<file path="src/rtl/led_breathe_pwm.sv">
// LED output stage: off / solid / triangle-breathing PWM / blink pass-through.
// All outputs registered; led follows inputs and counters with one cycle of latency.
module led_breathe_pwm #(
  parameter int N_LED        = 5,
  parameter int PWM_BITS     = 8,
  parameter int STEP_PERIODS = 763,
  parameter int HOLD_STEPS   = 64,
  parameter bit ACTIVE_LOW   = 1'b0
) (
  input  logic                clk_i,
  input  logic                rst_i,
  input  logic                en_i,
  input  logic [1:0]          mode_i,
  input  logic                blink_in_i,
  output logic [N_LED-1:0]    led_o,
  output logic [PWM_BITS-1:0] level_o,
  output logic                period_tick_o
);

  localparam int SW = (STEP_PERIODS > 1) ? $clog2(STEP_PERIODS) : 1;
  localparam int HW = (HOLD_STEPS > 1) ? $clog2(HOLD_STEPS) : 1;
  localparam logic [PWM_BITS-1:0] PWM_MAX   = {PWM_BITS{1'b1}};
  localparam logic [SW-1:0]       STEP_LAST = SW'(STEP_PERIODS - 1);
  localparam logic [HW-1:0]       HOLD_LAST = HW'((HOLD_STEPS > 0) ? HOLD_STEPS - 1 : 0);

  typedef enum logic [2:0] {
    S_IDLE, S_RISE, S_HOLD_HI, S_FALL, S_HOLD_LO
  } state_t;

  state_t              state_q;
  logic [PWM_BITS-1:0] pwm_cnt_q;
  logic [PWM_BITS-1:0] level_q;
  logic [SW-1:0]       step_cnt_q;
  logic [HW-1:0]       hold_cnt_q;
  logic [N_LED-1:0]    led_q;
  logic                period_tick_q;

  logic pwm_end, step_end, step_pulse, breathe, hold_done, lit_d;
  logic [N_LED-1:0] led_d;

  always_comb begin
    pwm_end    = en_i && (pwm_cnt_q == PWM_MAX);
    step_end   = (step_cnt_q == STEP_LAST);
    step_pulse = pwm_end && step_end;
    breathe    = (mode_i == 2'b10);
    hold_done  = (hold_cnt_q == HOLD_LAST);
    lit_d      = 1'b0;
    if (en_i) begin
      case (mode_i)
        2'b00:   lit_d = 1'b0;
        2'b01:   lit_d = 1'b1;
        2'b10:   lit_d = (pwm_cnt_q < level_q);
        2'b11:   lit_d = blink_in_i;
        default: lit_d = 1'b0;
      endcase
    end
    led_d = {N_LED{lit_d ^ ACTIVE_LOW}};
  end

  always_ff @(posedge clk_i) begin
    if (rst_i) begin
      state_q       <= S_IDLE;
      pwm_cnt_q     <= '0;
      level_q       <= '0;
      step_cnt_q    <= '0;
      hold_cnt_q    <= '0;
      led_q         <= {N_LED{ACTIVE_LOW}};
      period_tick_q <= 1'b0;
    end else begin
      if (en_i) pwm_cnt_q <= pwm_cnt_q + PWM_BITS'(1);
      period_tick_q <= pwm_end;
      led_q         <= led_d;
      if (pwm_end) step_cnt_q <= step_end ? '0 : step_cnt_q + SW'(1);

      // Leaving breathe mode wins over a coincident step and ignores en.
      if (!breathe) begin
        state_q    <= S_IDLE;
        level_q    <= '0;
        hold_cnt_q <= '0;
      end else if (en_i) begin
        case (state_q)
          S_IDLE: begin
            state_q    <= S_RISE;
            level_q    <= '0;
            hold_cnt_q <= '0;
            step_cnt_q <= '0;
          end
          S_RISE: if (step_pulse) begin
            if (level_q != PWM_MAX) level_q <= level_q + PWM_BITS'(1);
            if (level_q >= PWM_MAX - PWM_BITS'(1)) state_q <= S_HOLD_HI;
          end
          S_HOLD_HI: if (step_pulse) begin
            if (hold_done) begin
              state_q    <= S_FALL;
              hold_cnt_q <= '0;
            end else begin
              hold_cnt_q <= hold_cnt_q + HW'(1);
            end
          end
          S_FALL: if (step_pulse) begin
            if (level_q != '0) level_q <= level_q - PWM_BITS'(1);
            if (level_q <= PWM_BITS'(1)) state_q <= S_HOLD_LO;
          end
          S_HOLD_LO: if (step_pulse) begin
            if (hold_done) begin
              state_q    <= S_RISE;
              hold_cnt_q <= '0;
            end else begin
              hold_cnt_q <= hold_cnt_q + HW'(1);
            end
          end
          default: state_q <= S_IDLE;
        endcase
      end
    end
  end

  assign led_o         = led_q;
  assign level_o       = level_q;
  assign period_tick_o = period_tick_q;

endmodule

</file>
<file path="config.mk">
export PLATFORM = sky130hd
export DESIGN_NAME = led_breathe_pwm
export DESIGN_NICKNAME = d
export VERILOG_FILES = /design/src/rtl/led_breathe_pwm.sv
export SDC_FILE = /design/constraint.sdc
export NUM_CORES = 1
export LEC_CHECK = 0
export BUFFER_PORTS_ARGS = -buffer_cell sky130_fd_sc_hd__buf_2
export CAP_MARGIN = 20
export CORE_MARGIN = 3
export CORE_UTILIZATION = 54
export CTS_CLUSTER_DIAMETER = 200
export DETAILED_ROUTE_END_ITERATION = 8
export GPL_TIMING_DRIVEN = 0
export PLACE_DENSITY = 0.76
export SYNTH_ARGS = -nofsm -noshare
export SYNTH_HDL_FRONTEND = slang
export SYNTH_SLANG_ARGS = --single-unit
</file>
<file path="constraint.sdc">
create_clock -name clk_i -period 2.09 [get_ports clk_i]
set_input_delay 0.627 -clock clk_i [delete_from_list [all_inputs] [get_ports clk_i]]
set_output_delay 0.627 -clock clk_i [all_outputs]
set_load 0.1 [all_outputs]
</file>
# --- After elaboration in Yosys (flattened, before gate mapping) ---
# Cells that the tools add are included.
word_totals:
  ff_bits: 37
  input_bits: 6
  word_cells: 74
op_classes:
  n_addsub: 5
  order_cmp: 3
  n_eq_ne: 22
  n_mux: 24
  bitwise_logic: 1
  reduce_logical: 12
op_table:
  columns: ["cell", "count"]
  rows:
  - ["10-bit 2-to-1 mux", 5]
  - ["8-bit 2-to-1 mux", 4]
  - ["3-bit 2-to-1 mux", 8]
  - ["8-bit one-hot mux with 3 select lines", 1]
  - ["2-bit != test, second input constant", 10]
  - ["8-bit by 1-bit adder with 8-bit output, second input constant", 2]
  - ["3-bit one-hot mux with 5 select lines", 1]
  - ["6-bit 2-to-1 mux", 2]
  - ["6-bit one-hot mux with 2 select lines", 1]
  - ["10-bit by 1-bit adder with 10-bit output, second input constant", 1]
  - ["10-bit equality test, second input constant", 1]
  - ["9-bit AND reduction", 1]
  - ["8-bit equality test, second input constant", 1]
  - ["8-bit >= comparator, second input constant", 1]
  - ["8-bit by 1-bit <= comparator with 1-bit output, second input constant", 1]
  - ["8-bit less-than comparator", 1]
  - ["8-bit != test, second input constant", 1]
  - ["8-bit nonzero test", 1]
  - ["8-bit by 1-bit subtractor with 8-bit output, second input constant", 1]
  - ["6-bit by 1-bit adder with 6-bit output, second input constant", 1]
  - ["3-bit by 2-bit equality test with 1-bit output, second input constant", 2]
  - ["6-bit equality test, second input constant", 1]
  - ["6-bit AND reduction", 1]
  - ["2-bit equality test, second input constant", 2]
  - ["other kinds (14)", 16]

# --- Longest topological paths before layout ---
# Gate-level depths: netlist of the first run.
logic_depth:
  depth_word: 6
  ltp_mapped: 8
  mapped_depth_nobuf: 8

# --- Worst setup path before layout of the first run ---
# Ideal clock, no wire load.
synth_timing:
  kind: "register to register"
  start: "reg level_q[0] (netlist: level_o[0])"
  end: "reg level_q[3] (netlist: level_o[3])"
  setup_ps: 74
  arrival_time_ps: 2703
  path_slack_ps: -688
  path_stages_with_launch: 9
  period_less_slack_ps: 2778
  path_cell_list: "dfxtp_1 > inv_1 > ha_1 > nand2b_1 > nor4_2 > o31ai_2 > a31oi_4 > or4_1 > a31oi_1"
synth_via:
  elab_chain_len: 4
  word_cells_on_any_way: 12
  cone_classes: "add/sub: 2; eq/ne: 3; mux: 5; reduce/logical: 2"
synth_lines:
  columns: ["element", "line_no", "source"]
  rows:
  - ["start: declaration", "32", "logic [PWM_BITS-1:0] level_q;"]
  - ["start signal: assignment", "89", "if (level_q != PWM_MAX) level_q <= level_q + PWM_BITS'(1);"]
  - ["start signal: assignment", "101", "if (level_q != '0) level_q <= level_q - PWM_BITS'(1);"]
  - ["8-bit by 1-bit subtractor with 8-bit output / 8-bit by 1-bit adder with 8-bit output (equally long branches)", "101, 89", null]
  - ["8-bit 2-to-1 mux, on equally long branches", "101, 89", null]
  - ["8-bit 2-to-1 mux, on equally long branches", "100, 88", null]
  - ["8-bit one-hot mux with 3 select lines", "81", "case (state_q)"]
# Several ways; a longest one is shown, not always the timed one. The select of a mux whose other input is x is not followed.
# A chain may end at the register's enable or synchronous reset.

# --- Worst setup path in the final report of the first run ---
layout_timing:
  start: "in en_i"
  end: "reg level_q[3] (netlist: level_o[3])"
layout_via:
  elab_chain_len: 4
  word_cells_on_any_way: 5
  cone_classes: "eq/ne: 2; reduce/logical: 3"
layout_lines:
  columns: ["element", "line_no", "source"]
  rows:
  - ["start: declaration", "12", "input logic en_i,"]
  - ["1-bit logical AND", "42", "pwm_end = en_i && (pwm_cnt_q == PWM_MAX);"]
  - ["1-bit logical AND", "44", "step_pulse = pwm_end && step_end;"]
  - ["2-bit != test (no line)", null, null]
  - ["6-bit AND reduction (no line) *", null, null]
# Every way passes the cells marked *; elsewhere a longest branch is shown, timed or not.

==> flow_metrics.env, run 1 <==
export IMPL_nets=340
export IMPL_yosysSeqAreaShare_pct=31.4
export IMPL_synth_fp_nets=311
export IMPL_grt_max_degree=12
export IMPL_leakage_nw=1.05
export IMPL_port_buffers=19
export IMPL_num_rows=23
export IMPL_drv_cap=0
export IMPL_antenna_found_initial=0
export IMPL_first_pass_iters=4
export IMPL_clk_pin_slew_ns=0.07
export IMPL_ff_latch_area_um2=776
export IMPL_drc=0
export IMPL_cp_data_arrival_time_ns=2.22
export IMPL_r2r_end="level_o[3]"
export IMPL_cts_root_buf="clkbuf_8"
export IMPL_drive_gt1_share_pct=23.0
export IMPL_post_synth_cell_area_avg_um2=8.16
export IMPL_vias_per_cell=5.77
export IMPL_cts_buffers_inserted=5
export IMPL_routed_wl_um=5100
export IMPL_finalHoldViolCount=0
export IMPL_period_share_pct=96.3
export IMPL_finalSetupViolCount=0
export IMPL_n_fill_cell=369
export IMPL_drt_iter0_markers=168
export IMPL_final_cell_mix="35 x nor2_1, 27 x dfxtp_1, 20 x buf_2, 20 x a21oi_1, 19 x nand2_1"
export IMPL_final_cells=368
export IMPL_mostFrequentLayoutCell="nor2_1"
export IMPL_crit_type="input pin to register"
export IMPL_synth_edf_count=0
export IMPL_status="finished, final reports clean"
export IMPL_die_area_mm2=0.00519
export IMPL_r2r_start="pwm_cnt_q[2]"
export IMPL_place_inst=358
export IMPL_rsz0062_at_grt="true"
export IMPL_worstHoldStart="hold_cnt_q[1]"
export IMPL_yosysUniqueCellTypes=58
export IMPL_min_delay_path_depth=2
export IMPL_tightest_slew_ns=0.494
export IMPL_ys_flop_type="dfxtp_1"
export IMPL_fmax_mhz=497
export IMPL_worstPathMaxFanout=10
export IMPL_slew_violations=0
export IMPL_postSynthCellCount=289
export IMPL_max_slew_margin_rel_pct=67.3
export IMPL_final_core_util_pct=66.6
export IMPL_syn_cell_area_mm2=0.00236
export IMPL_yosys_warnings=0
export IMPL_required_ns=2.30
export IMPL_dpl_cell_area_mm2=0.00257
export IMPL_async_flop_share_pct=0
export IMPL_r2r_cells=6
export IMPL_multi_input_comb_area_mm2=0.00154
export IMPL_cts_tree="done"
export IMPL_area_delta_synth_final_pct=16.2
export IMPL_min_to="hold_cnt_q[1]"
export IMPL_startpoint_type="input pin"
export IMPL_groute_usage_overall_pct=20.9
export IMPL_grt_pass1_wl_um=8670
export IMPL_cts_buffer_depth=2
export IMPL_drtAntennaViolNets=0
export IMPL_holdBufCountCts=0
export IMPL_clock_sinks=37
export IMPL_ys_ff_latch=37
export IMPL_ir_worst_vdd_mv=0.434
export IMPL_design_area_mm2=0.00274
export IMPL_regToRegSetupSlack_ns=0.09
export IMPL_core_area_mm2=0.00412
export IMPL_fin_crit_ns=2.01
export IMPL_power_density_mw_per_mm2=477
export IMPL_grt_pass1_vias=1972
export IMPL_cts_max_level=2
export IMPL_diodes=0
export IMPL_dp_hpwl_um=3640
export IMPL_io_pins=20
export IMPL_routedWlPerCell_um=13.8
export IMPL_end_kind="register"
export IMPL_gp_congestion=0.971
export IMPL_die_w_um=72.1
export IMPL_clk_latency_ns=0.29
export IMPL_start_util_pct=57.3
export IMPL_hold_class="register to register"
export IMPL_finalClockSkew_ns=0.00427
export IMPL_die_h_um=72.1
export IMPL_gr_total_overflow=0
export IMPL_num_vias=2122
## cells in the mapped netlist, drive strengths merged (7+ instances only)
cell    n  area, um^2
a21oi  21         105
nand4  10        68.8
nand3  14        82.6
dfxtp  37         741
xnor2   9        78.8
xor2   10        87.6
nor2   36         151
buf    10        60.1
nor3    7        45.0
o21ai  13        65.1
inv    17        63.8
nand2  19        71.3
ha     16         200
## cell families (layout without fill, tap and decap cells)
logic type | count (synthesis) | in the layout | share of synthesized area (%)
xor+xnor | 19 | 19 | 7.06
simple gates | 121 | 121 | 28.7
fa+ha+maj | 16 | 16 | 8.49
flops | 37 | 37 | 31.4
compound gates | 59 | 59 | 16.3
buf+inv | 33 | 62 | 6.26
mux | 4 | 4 | 1.70
## worst max-delay path: stages
cell and delay, ns:
buf_2 0.12, buf_4 0.19, and2b_1 0.21, and2_1 0.30, a31oi_4 0.11, or4_1 0.53, a31oi_1 0.14
## where the power goes
part / switching [mW] / internal (mW) / leakage (nW)
Sequential: 0.0109 / 0.702 / 0.306
Clock: 0.244 / 0.227 / 0.0410
Combinational: 0.0837 / 0.0391 / 0.700
## state kept, by name, summed over array words and instances (netlist names)
name           cells
step_cnt_q        10
state_q            3
led_o              1
level_o            8
period_tick_o      1
pwm_cnt_q          8
hold_cnt_q         6
## stage by stage
| step | setup WS, ns | power (mW) | setup TNS [ns] | hold slack (ns) |
|---|---|---|---|---|
| 2_1_floorplan | 0.00621 | 0.817 | 0 | 0.447 |
| 3_3_place_gp | -0.254 | 0.843 | -1.74 | 0.456 |
| 3_5_place_dp | -0.269 | 0.845 | -1.96 | 0.464 |
| 4_1_cts | 0.0373 | 1.32 | 0 | 0.474 |
| 5_1_grt | -0.0218 | 1.36 | -0.0395 | 0.515 |
| 6_report | 0.0771 | 1.31 | 0 | 0.475 |
## how the worst max path moves through the flow
stage,start,to,slack (ns),cells past startpoint
2_1_floorplan,level_o[0],level_o[3],0.006,8
3_3_place_gp,en_i,level_o[3],-0.25,7
3_5_place_dp,en_i,level_o[3],-0.27,7
4_1_cts,en_i,level_o[3],0.04,7
5_1_grt,level_o[3],level_o[1],-0.02,8
6_report,en_i,level_o[3],0.08,7
## per-layer routing
metal,up-vias,wire length [um],GRT usage (%)
met3,16,198,4.57
met2,49,2260,34.2
met5,-,0,0
met1,984,2510,26.3
met4,0,127,9.19
li1,1073,-,-
## cell type report
cell class | count | area share, %
Tap cell | 50 | 2.28
Clock buffer | 6 | 2.65
Multi-Input combinational cell | 219 | 56.4
Inverter | 17 | 2.51
Sequential cell | 37 | 28.3
Buffer | 16 | 3.38
Clock inverter | 1 | 0.183
Timing Repair Buffer | 22 | 4.29
## what timing repair did
| item | in CTS | in global routing |
|---|---|---|
| endpoints found under the setup margin | 6 | 10 |
| buffers inserted | 2 | 1 |
| pin swaps | 0 | 5 |
| gates cloned | 0 | 0 |
| resized for setup | 4 | 13 |
Note: power is estimated with default switching activity, not from simulation.
==> run 2, diff against run 1 <==
--- a/config.mk
+++ b/config.mk
@@ -5,14 +5,15 @@
 export SDC_FILE = /design/constraint.sdc
 export NUM_CORES = 1
 export LEC_CHECK = 0
+export ABC_AREA = 1
 export BUFFER_PORTS_ARGS = -buffer_cell sky130_fd_sc_hd__buf_2
 export CAP_MARGIN = 20
 export CORE_MARGIN = 3
-export CORE_UTILIZATION = 54
+export CORE_UTILIZATION = 55
 export CTS_CLUSTER_DIAMETER = 200
 export DETAILED_ROUTE_END_ITERATION = 8
 export GPL_TIMING_DRIVEN = 0
-export PLACE_DENSITY = 0.76
+export PLACE_DENSITY = 0.77
 export SYNTH_ARGS = -nofsm -noshare
 export SYNTH_HDL_FRONTEND = slang
 export SYNTH_SLANG_ARGS = --single-unit
==> run 2 against run 1 <==
Effect of this change:
- final area grew 7.3%
- clock-buffer cell count grew 1
- power grew 24%
- core utilization shrank 1.3 points
- cell count grew 37%
- synthesized cell count grew 47%
- sequential share of layout area shrank 2.9 points
- worst setup slack gained 0.12 ns
- routed wire length grew 20%
==> flow_metrics.env, run 2 <==
export IMPL_tightest_slew_ns=0.489
export IMPL_startpoint_type="register"
export IMPL_final_cell_mix="93 x nand2_1, 83 x nor2_1, 51 x inv_1"
export IMPL_cts_root_buf="clkbuf_8"
export IMPL_tns_ns=0
export IMPL_drive_gt1_share_pct=14.8
export IMPL_power_switching_uw=445
export IMPL_num_vias=2692
export IMPL_yosysMostFrequentCell="nand2_1"
export IMPL_routedWlPerCell_um=12.1
export IMPL_first_pass_iters=5
export IMPL_core_area_mm2=0.00450
export IMPL_synth_fp_nets=447
export IMPL_post_synth_cell_area_avg_um2=6.25
export IMPL_setup_ws_ns=0.197
export IMPL_required_ns=1.46
export IMPL_io_pins=20
export IMPL_ys_flop_type="dfxtp_1"
export IMPL_mostFrequentLayoutCell="nand2_1"
export IMPL_ir_worst_vdd_mv=0.341
export IMPL_grtUsageMet1_pct=31.5
export IMPL_drt_iter0_markers=232
export IMPL_async_flop_share_pct=0
export IMPL_holdBufCountCts=0
export IMPL_yosys_warnings=0
export IMPL_die_area_mm2=0.00570
export IMPL_ys_ff_latch=37
export IMPL_grt_pass1_wl_um=9940
export IMPL_power_frac_seq_pct=45.1
export IMPL_groute_usage_overall_pct=22.3
export IMPL_antenna_found_initial=0
export IMPL_synth_edf_count=0
export IMPL_max_slew_margin_rel_pct=67.6
export IMPL_cts_buffer_depth=2
export IMPL_die_h_um=75.5
export IMPL_gr_total_overflow=0
export IMPL_clockPowerShare_pct=39.7
export IMPL_gp_congestion=0.914
export IMPL_finalSetupViolCount=0
export IMPL_cp_data_arrival_time_ns=1.27
export IMPL_grt_pass1_vias=2197
export IMPL_rsz0062_at_grt="false"
export IMPL_netlist_top_cells_count="93 x nand2_1, 83 x nor2_1, 51 x inv_1"
export IMPL_top_register="step_cnt_q"
export IMPL_yosysTopAreaCell="dfxtp_1"
export IMPL_drc=0
export IMPL_swShare_pct=27.5
export IMPL_drtAntennaViolNets=0
export IMPL_status="finished, final reports clean"
export IMPL_yosysSeqAreaShare_pct=27.9
export IMPL_clock_sinks=37
export IMPL_finalHoldViolCount=0
export IMPL_worstPathMaxFanout=5
export IMPL_leakage_nw=1.32
export IMPL_cts_max_level=2
export IMPL_dp_hpwl_um=4490
export IMPL_routed_wl_um=6090
export IMPL_area_delta_synth_final_pct=10.7
export IMPL_port_buffers=19
export IMPL_yosys_area_top_type_share_pct=27.9
export IMPL_yosysUniqueCellTypes=33
export IMPL_nets=473
export IMPL_crit_type="register to output pin"
export IMPL_start_util_pct=58.9
export IMPL_grt_use_met3_pct=3.96
export IMPL_end_kind="output pin"
export IMPL_vias_per_cell=5.34
export IMPL_cts_buffers_inserted=5
export IMPL_use_met2_pct=35.1
export IMPL_syn_cell_area_mm2=0.00266
export IMPL_cts_tree="done"
export IMPL_postCtsSetupBuffers=0
export IMPL_grt_busiest_layer="met2"
export IMPL_diodes=0
export IMPL_num_rows=24
export IMPL_dp_slack_ns=0.200
export IMPL_grt_max_degree=12
export IMPL_hold_class="register to register"
export IMPL_fin_crit_ns=1.89
export IMPL_finalClockSkew_ns=0.00833
export IMPL_clk_pin_slew_ns=0.07
export IMPL_period_share_pct=90.6
export IMPL_slew_violations=0
export IMPL_p_int_mw=1.17
export IMPL_pwr_share_comb_pct=15.2
export IMPL_largest_reg_flops=10
export IMPL_power_density_mw_per_mm2=550
export IMPL_postSynthCellCount=425
export IMPL_cts_resized=0
export IMPL_regToRegSetupSlack_ns=0.27
export IMPL_synth_area_leaders="dfxtp_1 28%, nand2_1 13%, nor2_1 12%"
export IMPL_drv_cap=0
export IMPL_die_w_um=75.5
export IMPL_clk_latency_ns=0.29
export IMPL_fmax_mhz=528
run 2: changes by cell type after synthesis, sizes merged, moves of 5 or more:
cell / before / now
a31oi: 6 / 1
nand3: 14 / 43
nand2b: 6 / 0
nor2: 36 / 95
nand2: 19 / 98
xor2: 10 / 2
a21oi: 21 / 29
or3: 5 / 0
xnor2: 9 / 2
inv: 17 / 56
clkbuf: 6 / 0
run 2: final cells by class:
| cell class | count | area, um^2 |
|---|---|---|
| Clock buffer | 7 | 86.3 |
| Inverter | 56 | 210 |
| Sequential cell | 37 | 748 |
| Fill cell | 429 | 1570 |
| Multi-Input combinational cell | 324 | 1650 |
| Clock inverter | 1 | 30.0 |
| Buffer | 8 | 50.0 |
| Timing Repair Buffer | 19 | 95.1 |
| Tap cell | 52 | 65.1 |
run 2: worst paths after layout:
check	start	end	depth (start not counted)
hold / removal	step_cnt_q[5]	step_cnt_q[5]	2
hold reg to reg	step_cnt_q[5]	step_cnt_q[5]	2
setup / recovery	led_o[0]	led_o[3]	2
setup reg to reg	pwm_cnt_q[0]	level_o[1]	11
run 2: logic make-up after synthesis:
kind of cell	synth area share, %
simple gates	42.5
buf+inv	9.80
compound gates	11.0
flops	27.9
fa+ha+maj	7.54
xor+xnor	1.32
run 2: power by group through the flow:
| stage | clock network (mW) | registers [mW] | logic (mW) |
|---|---|---|---|
| 2_1_floorplan | 0 | 0.774 | 0.165 |
| 3_3_place_gp | 0 | 0.745 | 0.238 |
| 3_5_place_dp | 0 | 0.745 | 0.242 |
| 4_1_cts | 0.664 | 0.729 | 0.244 |
| 5_1_grt | 0.687 | 0.731 | 0.270 |
| 6_report | 0.643 | 0.729 | 0.246 |
run 2: metrics by stage:
stage / hold WS [ns] / util, % / power [mW] / area [um^2] / instances
after detailed placement: 0.493 / 62.7 / 0.987 / 2820 / 496
after global routing: 0.519 / 65.3 / 1.69 / 2940 / 504
final: 0.504 / 65.3 / 1.62 / 2940 / 504
after global placement: 0.483 / 62.7 / 0.982 / 2820 / 496
after floorplan: 0.464 / - / 0.939 / 2660 / 425
after CTS: 0.504 / 65.3 / 1.64 / 2940 / 504
run 2: worst max-delay path, stage by stage, from the launching register on:
cell	delay, ns
dfxtp_1	0.43
buf_4	0.14
buf_2	0.41
run 2: routing by layer:
layer | share of wire (%) | up-vias
met5 | 0 | -
met4 | 1.3 | 0
met3 | 4.7 | 8
met2 | 44 | 74
met1 | 50 | 1196
li1 | - | 1414
